`config.mk`:
```
export PLATFORM = sky130hd
export DESIGN_NAME = keypad_entry_ctrl
export DESIGN_NICKNAME = d
export VERILOG_FILES = /design/src/rtl/keypad_entry_ctrl.sv
export SDC_FILE = /design/constraint.sdc
export NUM_CORES = 1
export LEC_CHECK = 0
export CORE_MARGIN = 2
export CORE_UTILIZATION = 40
export CTS_CLUSTER_SIZE = 16
export DETAILED_ROUTE_END_ITERATION = 12
export PLACE_DENSITY = 0.64
export SLEW_MARGIN = 20
export SYNTH_ARGS = -nofsm -noshare
export SYNTH_HDL_FRONTEND = slang
export SYNTH_SLANG_ARGS = --single-unit
```
`constraint.sdc`:
```
create_clock -name clk -period 3.1 [get_ports clk]
set_input_delay 0.93 -clock clk [delete_from_list [all_inputs] [get_ports clk]]
set_output_delay 0.93 -clock clk [all_outputs]
set_load 0.005 [all_outputs]
```
`src/rtl/keypad_entry_ctrl.sv`:
```
// Keypad entry controller: debounces the scanner's key_value/key_valid pair,
// emits one-cycle press strobes with auto-repeat on held digits, and drives a
// BCD operand entry buffer with operator latch, clear and enter handling.
module keypad_entry_ctrl #(
  parameter int DEBOUNCE_CYC = 800000,
  parameter int REPEAT_DLY   = 50000000,
  parameter int REPEAT_RATE  = 10000000,
  parameter int NUM_DIGITS   = 4
) (
  input  logic                            clk,
  input  logic                            reset_n,
  input  logic [3:0]                      key_value,
  input  logic                            key_valid,
  output logic                            key_event,
  output logic [3:0]                      key_code,
  output logic                            key_repeat,
  output logic [4*NUM_DIGITS-1:0]         entry_bcd,
  output logic [$clog2(NUM_DIGITS+1)-1:0] entry_count,
  output logic                            entry_ovf,
  output logic [1:0]                      op_code,
  output logic                            op_valid,
  output logic [4*NUM_DIGITS-1:0]         operand,
  output logic                            operand_stb,
  output logic                            enter_stb
);

  localparam int BW = 4 * NUM_DIGITS;
  localparam int CW = $clog2(NUM_DIGITS + 1);

  // Debounce counter only ever needs to reach DEBOUNCE_CYC-1.
  localparam int DW = (DEBOUNCE_CYC > 2) ? $clog2(DEBOUNCE_CYC) : 1;
  localparam logic [DW-1:0] DEB_LAST = DW'((DEBOUNCE_CYC > 1) ? DEBOUNCE_CYC - 1 : 0);
  localparam logic [DW-1:0] DEB_SAT  = '1;
  localparam logic [DW-1:0] ONE_D    = 1;

  // Repeat counter is sized for the larger of the two repeat intervals.
  localparam int REP_MAX = (REPEAT_DLY > REPEAT_RATE) ? REPEAT_DLY : REPEAT_RATE;
  localparam int RW      = (REP_MAX > 2) ? $clog2(REP_MAX) : 1;
  localparam logic [RW-1:0] DLY_LAST  = RW'((REPEAT_DLY > 1) ? REPEAT_DLY - 1 : 0);
  localparam logic [RW-1:0] RATE_LAST = RW'((REPEAT_RATE > 1) ? REPEAT_RATE - 1 : 0);
  localparam logic [RW-1:0] REP_SAT   = '1;
  localparam logic [RW-1:0] ONE_R     = 1;
  localparam bit            REP_EN    = (REPEAT_DLY != 0);

  localparam logic [CW-1:0] CNT_FULL = CW'(NUM_DIGITS);
  localparam logic [CW-1:0] ONE_C    = 1;

  typedef enum logic [1:0] {
    IDLE        = 2'd0,
    DEB_PRESS   = 2'd1,
    HELD        = 2'd2,
    DEB_RELEASE = 2'd3
  } state_t;

  function automatic logic is_digit(input logic [3:0] c);
    return (c <= 4'd9);
  endfunction

  function automatic logic [1:0] op_map(input logic [3:0] c);
    logic [1:0] r;
    case (c)
      4'ha:    r = 2'd0;
      4'hb:    r = 2'd1;
      4'he:    r = 2'd2;
      4'hd:    r = 2'd3;
      default: r = 2'd0;
    endcase
    return r;
  endfunction

  // Registered scanner inputs
  logic [3:0]    kvalue_q, kvalue_d;
  logic          kvalid_q, kvalid_d;

  // Key FSM state
  state_t        state_q, state_d;
  logic [DW-1:0] cnt_q, cnt_d;
  logic [3:0]    cap_q, cap_d;
  logic [RW-1:0] rcnt_q, rcnt_d;
  logic          rfirst_q, rfirst_d;
  logic          key_event_q, key_event_d;
  logic          key_repeat_q, key_repeat_d;
  logic [3:0]    key_code_q, key_code_d;

  // Entry buffer state
  logic [BW-1:0] buf_q, buf_d;
  logic [CW-1:0] ecnt_q, ecnt_d;
  logic          ovf_q, ovf_d;
  logic [1:0]    opc_q, opc_d;
  logic          opv_q, opv_d;
  logic [BW-1:0] operand_q, operand_d;
  logic          ostb_q, ostb_d;
  logic          estb_q, estb_d;

  logic          same_key;
  logic [DW-1:0] cnt_inc;
  logic [RW-1:0] rcnt_inc;
  logic [RW-1:0] rep_lim;

  // Scanner inputs are registered once; every decision uses these copies.
  always_comb begin
    kvalue_d = key_value;
    kvalid_d = key_valid;
  end

  // Key FSM next-state: debounce press/release and time auto-repeat.
  always_comb begin
    state_d      = state_q;
    cnt_d        = cnt_q;
    cap_d        = cap_q;
    rcnt_d       = rcnt_q;
    rfirst_d     = rfirst_q;
    key_event_d  = 1'b0;
    key_repeat_d = 1'b0;
    key_code_d   = key_code_q;
    same_key     = kvalid_q && (kvalue_q == cap_q);
    cnt_inc      = (cnt_q == DEB_SAT) ? cnt_q : cnt_q + ONE_D;
    rcnt_inc     = (rcnt_q == REP_SAT) ? rcnt_q : rcnt_q + ONE_R;
    rep_lim      = rfirst_q ? DLY_LAST : RATE_LAST;

    case (state_q)
      IDLE: begin
        if (kvalid_q) begin
          cap_d   = kvalue_q;
          cnt_d   = '0;
          state_d = DEB_PRESS;
        end
      end
      DEB_PRESS: begin
        if (!same_key) begin
          state_d = IDLE;
        end else begin
          cnt_d = cnt_inc;
          if (cnt_inc >= DEB_LAST) begin
            state_d     = HELD;
            key_event_d = 1'b1;
            key_code_d  = cap_q;
            rcnt_d      = '0;
            rfirst_d    = 1'b1;
          end
        end
      end
      HELD: begin
        if (!same_key) begin
          state_d = DEB_RELEASE;
          cnt_d   = '0;
        end else if (REP_EN && is_digit(cap_q)) begin
          if (rcnt_q >= rep_lim) begin
            key_event_d  = 1'b1;
            key_repeat_d = 1'b1;
            key_code_d   = cap_q;
            rcnt_d       = '0;
            rfirst_d     = 1'b0;
          end else begin
            rcnt_d = rcnt_inc;
          end
        end
      end
      DEB_RELEASE: begin
        // Same key back: resume holding with a fresh repeat delay.
        // A different key must fully release before it can be accepted.
        if (same_key) begin
          state_d  = HELD;
          rcnt_d   = '0;
          rfirst_d = 1'b1;
        end else if (kvalid_q) begin
          cnt_d = '0;
        end else begin
          cnt_d = cnt_inc;
          if (cnt_inc >= DEB_LAST) begin
            state_d = IDLE;
          end
        end
      end
      default: state_d = IDLE;
    endcase
  end

  // Entry buffer next-state: act on the previous cycle's key event.
  always_comb begin
    buf_d     = buf_q;
    ecnt_d    = ecnt_q;
    ovf_d     = ovf_q;
    opc_d     = opc_q;
    opv_d     = opv_q;
    operand_d = operand_q;
    ostb_d    = 1'b0;
    estb_d    = 1'b0;

    if (key_event_q) begin
      if (is_digit(key_code_q)) begin
        if (ecnt_q >= CNT_FULL) begin
          ovf_d = 1'b1;
        end else begin
          buf_d  = (buf_q << 4) | BW'(key_code_q);
          ecnt_d = ecnt_q + ONE_C;
        end
      end else begin
        case (key_code_q)
          4'hc: begin
            buf_d  = '0;
            ecnt_d = '0;
            ovf_d  = 1'b0;
            opv_d  = 1'b0;
            opc_d  = 2'd0;
          end
          4'ha, 4'hb, 4'he, 4'hd: begin
            operand_d = buf_q;
            ostb_d    = 1'b1;
            opc_d     = op_map(key_code_q);
            opv_d     = 1'b1;
            buf_d     = '0;
            ecnt_d    = '0;
            ovf_d     = 1'b0;
          end
          4'hf: begin
            operand_d = buf_q;
            estb_d    = 1'b1;
            buf_d     = '0;
            ecnt_d    = '0;
            ovf_d     = 1'b0;
          end
          default: ;
        endcase
      end
    end
  end

  // Input registers and key FSM state, cleared by synchronous reset.
  always_ff @(posedge clk) begin
    if (!reset_n) begin
      kvalue_q     <= '0;
      kvalid_q     <= 1'b0;
      state_q      <= IDLE;
      cnt_q        <= '0;
      cap_q        <= '0;
      rcnt_q       <= '0;
      rfirst_q     <= 1'b0;
      key_event_q  <= 1'b0;
      key_repeat_q <= 1'b0;
      key_code_q   <= '0;
    end else begin
      kvalue_q     <= kvalue_d;
      kvalid_q     <= kvalid_d;
      state_q      <= state_d;
      cnt_q        <= cnt_d;
      cap_q        <= cap_d;
      rcnt_q       <= rcnt_d;
      rfirst_q     <= rfirst_d;
      key_event_q  <= key_event_d;
      key_repeat_q <= key_repeat_d;
      key_code_q   <= key_code_d;
    end
  end

  // Entry buffer, operator latch and strobes, cleared by synchronous reset.
  always_ff @(posedge clk) begin
    if (!reset_n) begin
      buf_q     <= '0;
      ecnt_q    <= '0;
      ovf_q     <= 1'b0;
      opc_q     <= 2'd0;
      opv_q     <= 1'b0;
      operand_q <= '0;
      ostb_q    <= 1'b0;
      estb_q    <= 1'b0;
    end else begin
      buf_q     <= buf_d;
      ecnt_q    <= ecnt_d;
      ovf_q     <= ovf_d;
      opc_q     <= opc_d;
      opv_q     <= opv_d;
      operand_q <= operand_d;
      ostb_q    <= ostb_d;
      estb_q    <= estb_d;
    end
  end

  assign key_event   = key_event_q;
  assign key_code    = key_code_q;
  assign key_repeat  = key_repeat_q;
  assign entry_bcd   = buf_q;
  assign entry_count = ecnt_q;
  assign entry_ovf   = ovf_q;
  assign op_code     = opc_q;
  assign op_valid    = opv_q;
  assign operand     = operand_q;
  assign operand_stb = ostb_q;
  assign enter_stb   = estb_q;

endmodule
```
## Yosys cells after proc, flatten, opt, wreduce, memory -nomap -nowiden

Cells that the tools add are included.

| word-level totals | value |
|---|---|
| logic and storage cells | 135 |
| register bits | 105 |
| input port bits | 7 |
| output and inout port bits | 47 |

| cells by class | value |
|---|---|
| equality and inequality tests | 27 |
| bitwise logic cells | 4 |
| $lt $le $gt $ge | 5 |
| mux-type cells | 57 |
| reduce and logical (&&, ||, !) cells | 21 |
| add/subtract/negate cells | 3 |

Operators with widths:

| operator | count |
|---|---|
| 26-bit 2-to-1 mux | 8 |
| 20-bit 2-to-1 mux | 6 |
| 20-bit case mux with 4 select lines | 1 |
| 26-bit case mux with 3 select lines | 1 |
| 16-bit 2-to-1 mux | 3 |
| 26-bit by 1-bit adder with 26-bit output, second input constant | 1 |
| 26-bit equality test, second input constant | 1 |
| 26-bit greater-or-equal comparator | 1 |
| 4-bit equality test, second input constant | 6 |
| 20-bit by 1-bit adder with 20-bit output, second input constant | 1 |
| 20-bit equality test, second input constant | 1 |
| 20-bit greater-or-equal comparator, second input constant | 1 |
| 4-bit 2-to-1 mux | 5 |
| 2-bit != test, second input constant | 10 |
| 1-bit 2-to-1 mux | 16 |
| 16-bit by 4-bit bitwise OR with 16-bit output | 1 |
| 2-bit 2-to-1 mux | 7 |
| 7-bit AND reduction | 2 |
| 3-bit != test, second input constant | 4 |
| 3-bit AND reduction | 4 |
| 3-bit 2-to-1 mux | 3 |
| 4-bit less-or-equal comparator, second input constant | 2 |
| 2-bit case mux with 4 select lines | 1 |
| 4-bit case mux with 2 select lines | 1 |
| other kinds (23) | 30 |

## Longest topological paths before layout

Gate-level depths: netlist of run 1.

| depth | value |
|---|---|
| depth in word-level cells | 7 |
| gate-level depth with buffers | 13 |
| depth with buffers taken out | 10 |

## Worst setup path before layout of run 1

OpenSTA, ideal clock, no wires.

| timing | value |
|---|---|
| kind | flip-flop to flip-flop |
| start point | register cnt_q[0] |
| end point | register rcnt_q[19] |
| path slack | -0.028 ns |
| stages on the path, launching flop included | 12 |
| arrival time | 3.058 ns |
| path buffers | 2 |
| data required time | 3.030 ns |
| clock period less this slack | 3.128 ns |
| setup time | 0.070 ns |
| cells stage by stage | dfxtp_1 ha_1 nand3_1 or4_4 o2111ai_2 xnor2_1 a211oi_2 o31a_1 buf_6 buf_6 or4b_1 a21oi_1 |

| on the way | value |
|---|---|
| cells in the longest elaborated chain, start to end | 5 |
| elaborated cells on any way between the ends | 6 |
| classes of those cells | 1 x add/sub; 1 x order compare; 2 x eq/ne; 1 x mux; 1 x reduce/logical |

Ends and longest elaborated chain:

| element | line | source |
|---|---|---|
| from (decl) | 77 | `logic [DW-1:0] cnt_q, cnt_d;` |
| from (signal assigned) | 246 | `cnt_q <= cnt_d;` |
| 20-bit by 1-bit adder with 20-bit output / 20-bit equality test (equally long branches) | 117 | `cnt_inc = (cnt_q == DEB_SAT) ? cnt_q : cnt_q + ONE_D;` |
| 20-bit 2-to-1 mux (*) | 117 |  |
| 20-bit greater-or-equal comparator (*) | 134 | `if (cnt_inc >= DEB_LAST) begin` |
| 2-bit != test (no source line) (*) | n/a |  |
| 7-bit AND reduction (no source line) (*) | n/a |  |
| to (signal assigned) | 248 | `rcnt_q <= rcnt_d;` |
| to (decl) | 79 | `logic [RW-1:0] rcnt_q, rcnt_d;` |

Mark *: on every way between the ends. The rest lies on a longest branch, timed or not.
A chain may end at the register's enable or synchronous reset.

## Worst setup path after layout of run 1

| timing | value |
|---|---|
| start point | register cnt_q[13] |
| end point | register rcnt_q[5] |

Same word-level chain as after synthesis.

==> summary.md, run 1 <==
| Metric | Value |
|---|---|
| Outcome | complete, no violations |
| Post-DP Area | between 6000 and 7000 um^2 |
| Port buffer count | 53 |
| EDFF count, synth | 0 |
| Crit end category | register |
| Max VDD drop | about 240 uV |
| Mux cell area share after synthesis | 0.00917 |
| Share of layout cells above drive strength 1 | 0.134 |
| Max-Cap Viols | 0 |
| Setup Skew | 0.00796 ns |
| R2r worst-path depth | 10 |
| P&R area growth vs syn | 23.7% |
| Cell mode on critical path | buf_4 |
| Core region area | 13,800 um^2 |
| Finished Layout Cells | ~950 |
| DR WL met3 | ~500 um |
| Sequential area share after synthesis | 0.376 |
| Final hold vios | 0 |
| Slowest cell delay on critical path | between 0.5 and 0.6 ns |
| Maximum clock rate | 338 MHz |
| Classification of the worst setup path | reg2reg |
| Largest family of logic cells by synthesized area | simple AND/OR/NAND/NOR gates |
| Nets | 788 |
| Starting DRT DRC Count | 301 |
| Tot GR Track Use | 0.196 |
| Share of synthesized registers carrying an async set or reset | 0 |
| Met2 wire length | about 6.8 mm |
| Ports | 54 |
| CTS tree | done |
| Worst Hold Depth | 2 |
| Final Instance Area | 6920 um^2 |
| Most common library cells after synthesis | dfxtp_1, a21oi_1, nand2_1 |
| Post-Synth XOR/XNOR Area | 0.0157 |
| Clk buf depth | 2 |
| DIE AREA | between 10,000 and 15,000 um^2 |
| Clk sinks | between 100 and 150 |
| Initial Utilization | 0.406 |
| Uppermost routed layer | met4 |
| Leakage | 2.24 nW |
| Simple-Gate Fraction of Synth Area | 0.268 |
| Syn Inst Count | around 700 |
| Hold Startpoint | operand[11]$_SDFFE_PN0P_ |
| First-pass GRT wire length | roughly 24 mm |
| Final slew viol count | 0 |
| DIE WIDTH | 122 um |
| #FFs+latches synth | between 100 and 150 |
| RR Endpoint | rcnt_q[5]$_SDFFE_PN0P_ |
| Area leader, netlist | dfxtp_1 |
| N_diodes | 0 |
| Adder-cell share of the synthesized area | 0.0380 |
| Post-Syn Nets | about 730 |
| Clock-pin slew on the worst setup and hold paths | around 0.08 ns |
| Number of global-route vias before repair | about 5,000 |
| Routed len/inst | 15.3 um |
| Max FO, Critical Path | 14 |
| Req. time, crit path | 3.39 ns |
| Endpoints failing setup | 0 |
| Ys Warns | 0 |
| Rows | 43 |
| Final wirelength | around 15 mm |
| Total grt overflow | 0 |
| Area contributors post-synth | dfxtp_1, a21oi_1, nand2_1, nor2_1, ha_1 |
| Arrival @ worst endpoint | around 3.2 ns |
| Power per cell area | approximately 400 nW/um^2 |
| CTS Root Cell | clkbuf_16 |
| Met1 wire length | ~7 mm |
| Top_reg_cell synth | dfxtp_1 |
| HP Class | reg2reg |
| RR Startpoint | cnt_q[13]$_SDFFE_PN0P_ |
| Count leader, synth | dfxtp_1 |
| Cell variety after synth | 71 |
| Largest net degree at the start of global routing | 51 |
| Synth Area in Compound Gates | 0.238 |
| DPL Wire Length | between 10 and 15 mm |
| Crit path time final | just under 3 ns |
| CP Cell Sequence | nand3_4 > buf_4 > or4_4 > nor4_2 > a211o_2 > nand2_1 > o31a_1 > buf_4 > or4_1 > a21oi_2 |
| Crit start category | register |
| RePlAce Congestion | ~0.86 |
| Hold endpoint | operand[11]$_SDFFE_PN0P_ |
| Vert. Die Dim | 122 um |
| Max-slew headroom | 0.296 |
| DRC | 0 |
| Antenna violations before repair | 0 |
| CP max stage cell | or4_1 |
| H-tree levels | 3 |
| Avg Vias per Cell | roughly 5.7 |
| R2R setup slack | 0.14 ns |
| Post-route ant nets | 0 |
| Cells after DPL | around 930 |
| Worst-Margin Slew | 1.05 ns |
| First drt pass iteration count | 4 |
| Post-Syn Area per Cell | 7.97 um^2 |
| Clk_lat worst skew | around 0.36 ns |
| Total vias in the final route | roughly 5,400 |
| Post-Synthesis Cell Area | 5590 um^2 |
| Final Cycle Share | 0.954 |
| Synth top area share | 0.376 |
| Num CTS Buffers | 9 |
## how the worst max path moves through the flow
stage | start | end | slack, ns | cells past startpoint
detailed placement | cnt_q[0]$_SDFFE_PN0P_ | rcnt_q[5]$_SDFFE_PN0P_ | 0.02 | 9
global placement | cnt_q[0]$_SDFFE_PN0P_ | rcnt_q[15]$_SDFFE_PN0P_ | 0.07 | 9
finish | cnt_q[13]$_SDFFE_PN0P_ | rcnt_q[5]$_SDFFE_PN0P_ | 0.14 | 10
global route | cnt_q[0]$_SDFFE_PN0P_ | rcnt_q[16]$_SDFFE_PN0P_ | -0.004 | 10
floorplan | cnt_q[0]$_SDFFE_PN0P_ | rcnt_q[19]$_SDFFE_PN0P_ | 0.06 | 11
CTS | cnt_q[0]$_SDFFE_PN0P_ | rcnt_q[3]$_SDFFE_PN0P_ | 0.03 | 10
## power by group
part	internal [mW]	switching [mW]
combinational	0.0856	0.153
clock	0.578	0.594
sequential	1.36	0.0127
total	2.02	0.760
## cell families after synthesis
logic type / Yosys count
and+or+nand+nor: 288
AOI/OAI and AO/OA: 207
DFF: 105
buffers and inverters: 70
adders and majority gates: 17
xor gates and xnor gates: 10
muxes: 5
## sequential cells by signal, summed over array words and instances, names as in the netlist, named ones only
register and cells:
key_event 1, kvalue_q 4, state_q 1, rcnt_q 26, operand_stb 1, op_code 2, key_code 4, entry_ovf 1
entry_count 3, op_valid 1, key_repeat 1, cnt_q 20, rfirst_q 1, cap_q 4, entry_bcd 16, enter_stb 1
kvalid_q 1, operand 16
## routing by layer
layer | global-route usage | up-vias
met4 | 0.0596 | 0
met3 | 0.0335 | 19
met5 | 0 | -
li1 | - | 2699
met2 | 0.320 | 97
met1 | 0.266 | 2579
## cell type report
cell class / count / area (um^2)
Sequential cell: 105 / 2110
Inverter: 22 / 82.6
Fill cell: 1375 / 6860
Timing Repair Buffer: 99 / 913
Clock inverter: 7 / 82.6
Clock buffer: 9 / 225
Tap cell: 180 / 225
Multi-Input combinational cell: 527 / 3280
## worst max-delay path: cells and delay by family, from the launching register on
| family | cells | cell delay, ns |
|---|---|---|
| AND/OR/NAND/NOR | 5 | 1.42 |
| flip-flops | 1 | 0.38 |
| buffers and inverters | 2 | 0.36 |
| AO/OA/AOI/OAI | 3 | 0.71 |
## layout by cell type, fill, tap and decap left out, types with 5 or more instances in the layout
cell type / n
dfxtp_1: 100
nand2_1: 75
a21oi_1: 75
nor2_1: 67
clkdlybuf4s50_1: 53
buf_4: 43
o21ai_0: 32
nand3_1: 30
nor3_1: 26
inv_1: 21
or4_1: 18
o31ai_1: 16
ha_1: 16
a22oi_1: 15
nand4_1: 11
and2_1: 10
clkbuf_16: 9
a31oi_1: 7
and4_1: 7
o21a_1: 7
nor4_2: 5
a211oi_1: 5
xor2_1: 5
a21boi_0: 5
dfxtp_2: 5
## per-stage QoR
stage               power (mW)  setup WS, ns   util  setup TNS (ns)  hold slack (ns)
CTS                       2.81        0.0260  0.494               0            0.460
global route              2.88      -0.00417  0.502        -0.00417            0.475
global placement          1.63        0.0663  0.471               0            0.444
detailed placement        1.64        0.0209  0.471               0            0.449
floorplan                 1.57        0.0555      -               0            0.446
finish                    2.78         0.141  0.502               0            0.458
## timing repair
action,CTS,global route
resized for setup,2,15
hold buffers,0,0
setup endpoints to repair,11,25
cloned,0,0
setup buffers,0,6
pin swaps,0,4
Note: power is estimated with default switching activity, not from simulation.
==> inputs of run 2 (changes only) <==
--- a/config.mk
+++ b/config.mk
@@ -6,10 +6,10 @@
 export NUM_CORES = 1
 export LEC_CHECK = 0
 export CORE_MARGIN = 2
-export CORE_UTILIZATION = 40
+export CORE_UTILIZATION = 35
 export CTS_CLUSTER_SIZE = 16
 export DETAILED_ROUTE_END_ITERATION = 12
-export PLACE_DENSITY = 0.64
+export PLACE_DENSITY = 0.58
 export SLEW_MARGIN = 20
 export SYNTH_ARGS = -nofsm -noshare
 export SYNTH_HDL_FRONTEND = slang
==> run 2 against run 1 <==
Utilization is 6.2 points lower; sequential power hardly changed; fmax shrank 1.0%; critical endpoint is now rcnt_q[21]$_SDFFE_PN0P_; largest cell class unchanged.
==> summary.md, run 2 (same netlist as run 1, synthesis figures left out) <==
| Metric | Value |
|---|---|
| Worst-Margin Slew | a little over 0.9 ns |
| H-tree levels | 3 |
| RePlAce Congestion | 0.877 |
| DPL Wire Length | just over 10 mm |
| HP Class | reg2reg |
| Logic pwr share | 0.094 |
| Hold-fix buffers, CTS | 0 |
| Maximum clock rate | 335 MHz |
| Number of global-route vias before repair | a little under 5,000 |
| DRC | 0 |
| Sw Share | 0.268 |
| First drt pass iteration count | 9 |
| Flop pwr share | 0.497 |
| # fillers | between 1,500 and 2,000 |
| Largest registers | rcnt_q: 26 flops, cnt_q: 20 flops |
| Post-Place Worst Slack | -0.0142 ns |
| Worst path buffer plus inverter count | 2 |
| Leakage | about 2.3 nW |
| Final Instance Area | between 6000 and 7000 um^2 |
| Final hold slack | about 0.46 ns |
| Crit path time final | ~3.0 ns |
| Total grt overflow | 0 |
| Antenna violations before repair | 0 |
| Clock-pin slew on the worst setup and hold paths | approximately 0.070 ns |
| Largest net degree at the start of global routing | 45 |
| RSZ-0062 raised after global routing | no |
| Final slew viol count | 0 |
| P&R area growth vs syn | 24.1% |
| Internal power | a little over 2 mW |
| Slowest cell delay on critical path | roughly 0.50 ns |
| Total vias in the final route | 5,358 |
| Port buffer count | 53 |
| Initial Utilization | 0.355 |
| Num CTS Buffers | 9 |
| Crit end category | register |
| Clk buf depth | 2 |
| Endpoints failing setup | 0 |
| Share of layout cells above drive strength 1 | 0.130 |
| Req. time, crit path | about 3.4 ns |
| TNS Setup | 0 ns |
| Nets | 786 |
| Setup slack after layout | around 0.11 ns |
| Final wirelength | 14.8 mm |
| Routed len/inst | between 15 and 20 um |
| Setup Skew | ~0.013 ns |
| CTS Root Cell | clkbuf_16 |
| N_diodes | 0 |
| Vert. Die Dim | between 100 and 150 um |
| Clk pwr share | 0.409 |
| Rows | 46 |
| Starting DRT DRC Count | 406 |
| Final Cycle Share | 0.964 |
| Max reg flops | 26 |
| Ports | 54 |
| CP Cell Sequence | nand3_2 > buf_4 > or4_4 > nor4_2 > a211o_2 > nand2_1 > o31a_4 > buf_12 > or4_1 > a21oi_1 |
| Tot GR Track Use | 0.173 |
| Final hold vios | 0 |
| Largest Register | rcnt_q |
| Delay-heaviest family, CP | simple AND/OR/NAND/NOR gates |
| Outcome | complete, no violations |
| Commonest non-fill, non-tap cell in the layout | dfxtp_1 |
| DIE WIDTH | between 100 and 150 um |
| Most frequent cells in the layout | dfxtp_1, a21oi_1, nand2_1 |
| CTS tree | done |
| Max VDD drop | between 200 and 250 uV |
| CP max stage cell | or4_4 |
| DIE AREA | between 15,000 and 20,000 um^2 |
| First-pass GRT wire length | between 20 and 25 mm |
| Max-slew headroom | 0.374 |
| Post-route ant nets | 0 |
| Classification of the worst setup path | reg2reg |
| Power per cell area | 398 nW/um^2 |
| Post-DP Area | roughly 6500 um^2 |
| Clk sinks | 105 |
| Core region area | 15,800 um^2 |
| Avg Vias per Cell | between 5 and 6 |
| Max FO, Critical Path | 18 |
| Crit start category | register |
| Clk_lat worst skew | around 0.36 ns |
| Max-Cap Viols | 0 |
| Switching power | ~740 uW |
| Arrival @ worst endpoint | around 3.3 ns |
-- run 2: per-layer routing --
metal / vias to the layer above / global-route usage / part of all wire
li1: 2705 / - / -
met2: 101 / 0.277 / 0.47
met5: - / 0 / 0
met4: 0 / 0.0651 / 0.0096
met3: 14 / 0.0269 / 0.031
met1: 2538 / 0.238 / 0.49
-- run 2: repair_timing --
item | CTS | global route
setup endpoints to repair | 4 | 26
gates resized for setup | 1 | 19
cloned | 0 | 1
pin swaps | 0 | 3
setup buffers | 0 | 2
-- run 2: worst paths after layout --
check,start,end,slack (ns),cells past startpoint
hold / removal,operand[13]$_SDFFE_PN0P_,operand[13]$_SDFFE_PN0P_,0.46,2
setup reg to reg,cnt_q[11]$_SDFFE_PN0P_,rcnt_q[21]$_SDFFE_PN0P_,0.11,10
setup / recovery,cnt_q[11]$_SDFFE_PN0P_,rcnt_q[21]$_SDFFE_PN0P_,0.11,10
hold reg to reg,operand[13]$_SDFFE_PN0P_,operand[13]$_SDFFE_PN0P_,0.46,2
-- run 2: layout make-up --
cell class / count / area [um^2] / share of cell area
Tap cell: 216 / 270 / 0.0389
Sequential cell: 105 / 2110 / 0.304
Multi-Input combinational cell: 527 / 3270 / 0.470
Clock buffer: 9 / 225 / 0.0324
Timing Repair Buffer: 97 / 920 / 0.132
Inverter: 22 / 82.6 / 0.0119
Clock inverter: 7 / 70.1 / 0.0101
-- run 2: tightest hold or removal path, cell delays in order, from the launching register on --
cell and delay, ns:
dfxtp_1 0.31, nand2_1 0.05, a21oi_1 0.05
-- run 2: power by group through the flow --
| stage | clock, mW | sequential [mW] | combinational (mW) |
|---|---|---|---|
| finish | 1.13 | 1.37 | 0.259 |
| global route | 1.21 | 1.38 | 0.286 |
| CTS | 1.17 | 1.37 | 0.239 |
| detailed placement | 0 | 1.41 | 0.235 |
| global placement | 0 | 1.40 | 0.231 |
| floorplan | 0 | 1.40 | 0.171 |
-- run 2: metrics by stage --
stage | instances | util | power (mW)
6_report | 983 | 0.440 | 2.76
5_1_grt | 983 | 0.440 | 2.87
4_1_cts | 980 | 0.434 | 2.78
3_5_place_dp | 964 | 0.414 | 1.64
3_3_place_gp | 964 | 0.414 | 1.64
2_1_floorplan | 702 | - | 1.57
==> inputs of run 3 (changes only) <==
--- a/config.mk
+++ b/config.mk
@@ -5,11 +5,13 @@
 export SDC_FILE = /design/constraint.sdc
 export NUM_CORES = 1
 export LEC_CHECK = 0
+export CELL_PAD_IN_SITES_DETAIL_PLACEMENT = 0
+export CELL_PAD_IN_SITES_GLOBAL_PLACEMENT = 1
 export CORE_MARGIN = 2
 export CORE_UTILIZATION = 35
 export CTS_CLUSTER_SIZE = 16
 export DETAILED_ROUTE_END_ITERATION = 12
-export PLACE_DENSITY = 0.58
+export PLACE_DENSITY = 0.73
 export SLEW_MARGIN = 20
 export SYNTH_ARGS = -nofsm -noshare
 export SYNTH_HDL_FRONTEND = slang
==> run 3 against run 2 <==
Worst setup slack about the same; flip-flop and latch count unchanged; critical path depth stayed put; fmax about the same; wire length is 2.1% higher; clock-buffer cell count rose by 1; via count is 0.93% higher; clock power about the same; clock skew is essentially flat.
==> summary.md, run 3 (same netlist as run 1, synthesis figures left out) <==
| Metric | Value |
|---|---|
| Outcome | complete, no violations |
| Port buffer count | between 50 and 60 |
| HP Class | reg2reg |
| Largest registers | rcnt_q: 26 flops, cnt_q: 20 flops |
| Commonest non-fill, non-tap cell in the layout | dfxtp_1 |
| H-tree levels | 3 |
| Max VDD drop | 261 uV |
| Largest net degree at the start of global routing | 40 |
| Maximum clock rate | around 330 MHz |
| RSZ-0062 raised after global routing | no |
| Power per cell area | around 400 nW/um^2 |
| First-pass GRT wire length | between 20 and 25 mm |
| Req. time, crit path | roughly 3.4 ns |
| Final slew viol count | 0 |
| Clk sinks | ~110 |
| Max-Cap Viols | 0 |
| Hold-fix buffers, CTS | 0 |
| Arrival @ worst endpoint | approximately 3.3 ns |
| Core region area | approximately 16,000 um^2 |
| Largest Register | rcnt_q |
| Leakage | approximately 2.2 nW |
| Starting DRT DRC Count | between 300 and 400 |
| DIE WIDTH | roughly 130 um |
| Cell mode on critical path | buf_4 |
| CTS Root Cell | clkbuf_16 |
| Clk buf depth | 2 |
| Rows | 46 |
| Ports | 54 |
| DRC | 0 |
| Total grt overflow | 0 |
| Tot GR Track Use | 0.176 |
| Most frequent cells in the layout | dfxtp_1, a21oi_1, nand2_1 |
| # fillers | 1,590 |
| Number of global-route vias before repair | just under 5,000 |
| Num CTS Buffers | 9 |
| Setup Skew | about 0.013 ns |
| Final hold vios | 0 |
| DPL Wire Length | 10.4 mm |
| Nets | 782 |
| Total vias in the final route | approximately 5,400 |
| CTS tree | done |
| TNS Setup | 0 ns |
| Avg Vias per Cell | 5.52 |
| Final Cycle Share | 0.964 |
| Vert. Die Dim | 130 um |
| Worst-Margin Slew | around 0.67 ns |
| Clk_lat worst skew | between 0.3 and 0.4 ns |
| RePlAce Congestion | 0.859 |
| Cells after DPL | between 900 and 1,000 |
| Initial Utilization | 0.355 |
| Final wirelength | between 15 and 20 mm |
| N_diodes | 0 |
| Crit start category | register |
| Max reg flops | 26 |
| P&R area growth vs syn | 23.1% |
| Share of layout cells above drive strength 1 | 0.117 |
| DIE AREA | ~17,000 um^2 |
| Classification of the worst setup path | reg2reg |
| Slowest cell delay on critical path | roughly 0.50 ns |
| Crit path time final | between 2 and 3 ns |
| Finished Layout Cells | ~980 |
| CP Cell Sequence | nand3_4 > buf_4 > or4_4 > nor4_1 > a211o_2 > nand2_1 > o31a_4 > buf_4 > or4_1 > a21oi_1 |
| First drt pass iteration count | 5 |
| Endpoints failing setup | 0 |
| CP max stage cell | or4_1 |
| Antenna violations before repair | 0 |
| Max-slew headroom | 0.552 |
| Routed len/inst | 15.5 um |
| Max FO, Critical Path | 14 |
| Post-route ant nets | 0 |
| Clock-pin slew on the worst setup and hold paths | 0.08 ns |
| Crit end category | register |
## run 3: cell types whose count changed in the layout (fill, tap and decap cells not counted), moves of 2 or more
cell,before,now
dfxtp_1,99,102
dfxtp_2,6,3
buf_4,39,36
inv_8,1,3
## run 3: per-layer routing
layer,wire [um],vias to the layer above,part of all wire,GRT usage
li1,-,2698,-,-
met1,7300,2591,0.48,0.242
met2,7120,104,0.47,0.283
met3,546,15,0.036,0.0297
met4,184,0,0.012,0.0594
met5,0,-,0,0
## run 3: worst max-delay path: cells and delay by family (launching register included)
kind	cells	cell delay, ns
flip-flops	1	0.43
AO/OA/AOI/OAI	3	0.73
AND/OR/NAND/NOR	5	1.39
buffers and inverters	2	0.36
## run 3: area by class of cell
type / count / area, um^2 / area share
Clock buffer: 10 / 229 / 0.0332
Clock inverter: 6 / 58.8 / 0.00854
Inverter: 22 / 82.6 / 0.0120
Multi-Input combinational cell: 527 / 3250 / 0.473
Sequential cell: 105 / 2110 / 0.306
Tap cell: 216 / 270 / 0.0392
Timing Repair Buffer: 93 / 886 / 0.129
## run 3: metrics by stage
step           utilization  setup WS (ns)  hold WS (ns)  total power [mW]  instance area [um^2]
2_1_floorplan            -         0.0555         0.446              1.57                  5600
3_3_place_gp         0.412         0.0737         0.444              1.63                  6500
3_5_place_dp         0.412        0.00362         0.446              1.64                  6500
4_1_cts              0.431         0.0192         0.457              2.78                  6790
5_1_grt              0.437        0.00776         0.474              2.90                  6890
6_report             0.437          0.111         0.456              2.77                  6890
## run 3: worst paths after layout
check,slack [ns],startpoint,cells after the start,end
setup / recovery,0.11,cnt_q[14]$_SDFFE_PN0P_,10,rcnt_q[3]$_SDFFE_PN0P_
hold / removal,0.46,operand[6]$_SDFFE_PN0P_,2,operand[6]$_SDFFE_PN0P_
setup reg to reg,0.11,cnt_q[14]$_SDFFE_PN0P_,10,rcnt_q[3]$_SDFFE_PN0P_
hold reg to reg,0.46,operand[6]$_SDFFE_PN0P_,2,operand[6]$_SDFFE_PN0P_
## run 3: timing repair
action / CTS / global route
gates cloned: 0 / 1
setup endpoints to repair: 19 / 24
setup buffers: 0 / 3
resized for setup: 1 / 9
pin swaps: 0 / 4
## run 3: where the power goes
part	internal, mW	leakage (nW)	switching (mW)
sequential	1.36	0.849	0.0136
combinational	0.0961	1.25	0.159
clock	0.568	0.139	0.579
total	2.02	2.24	0.752
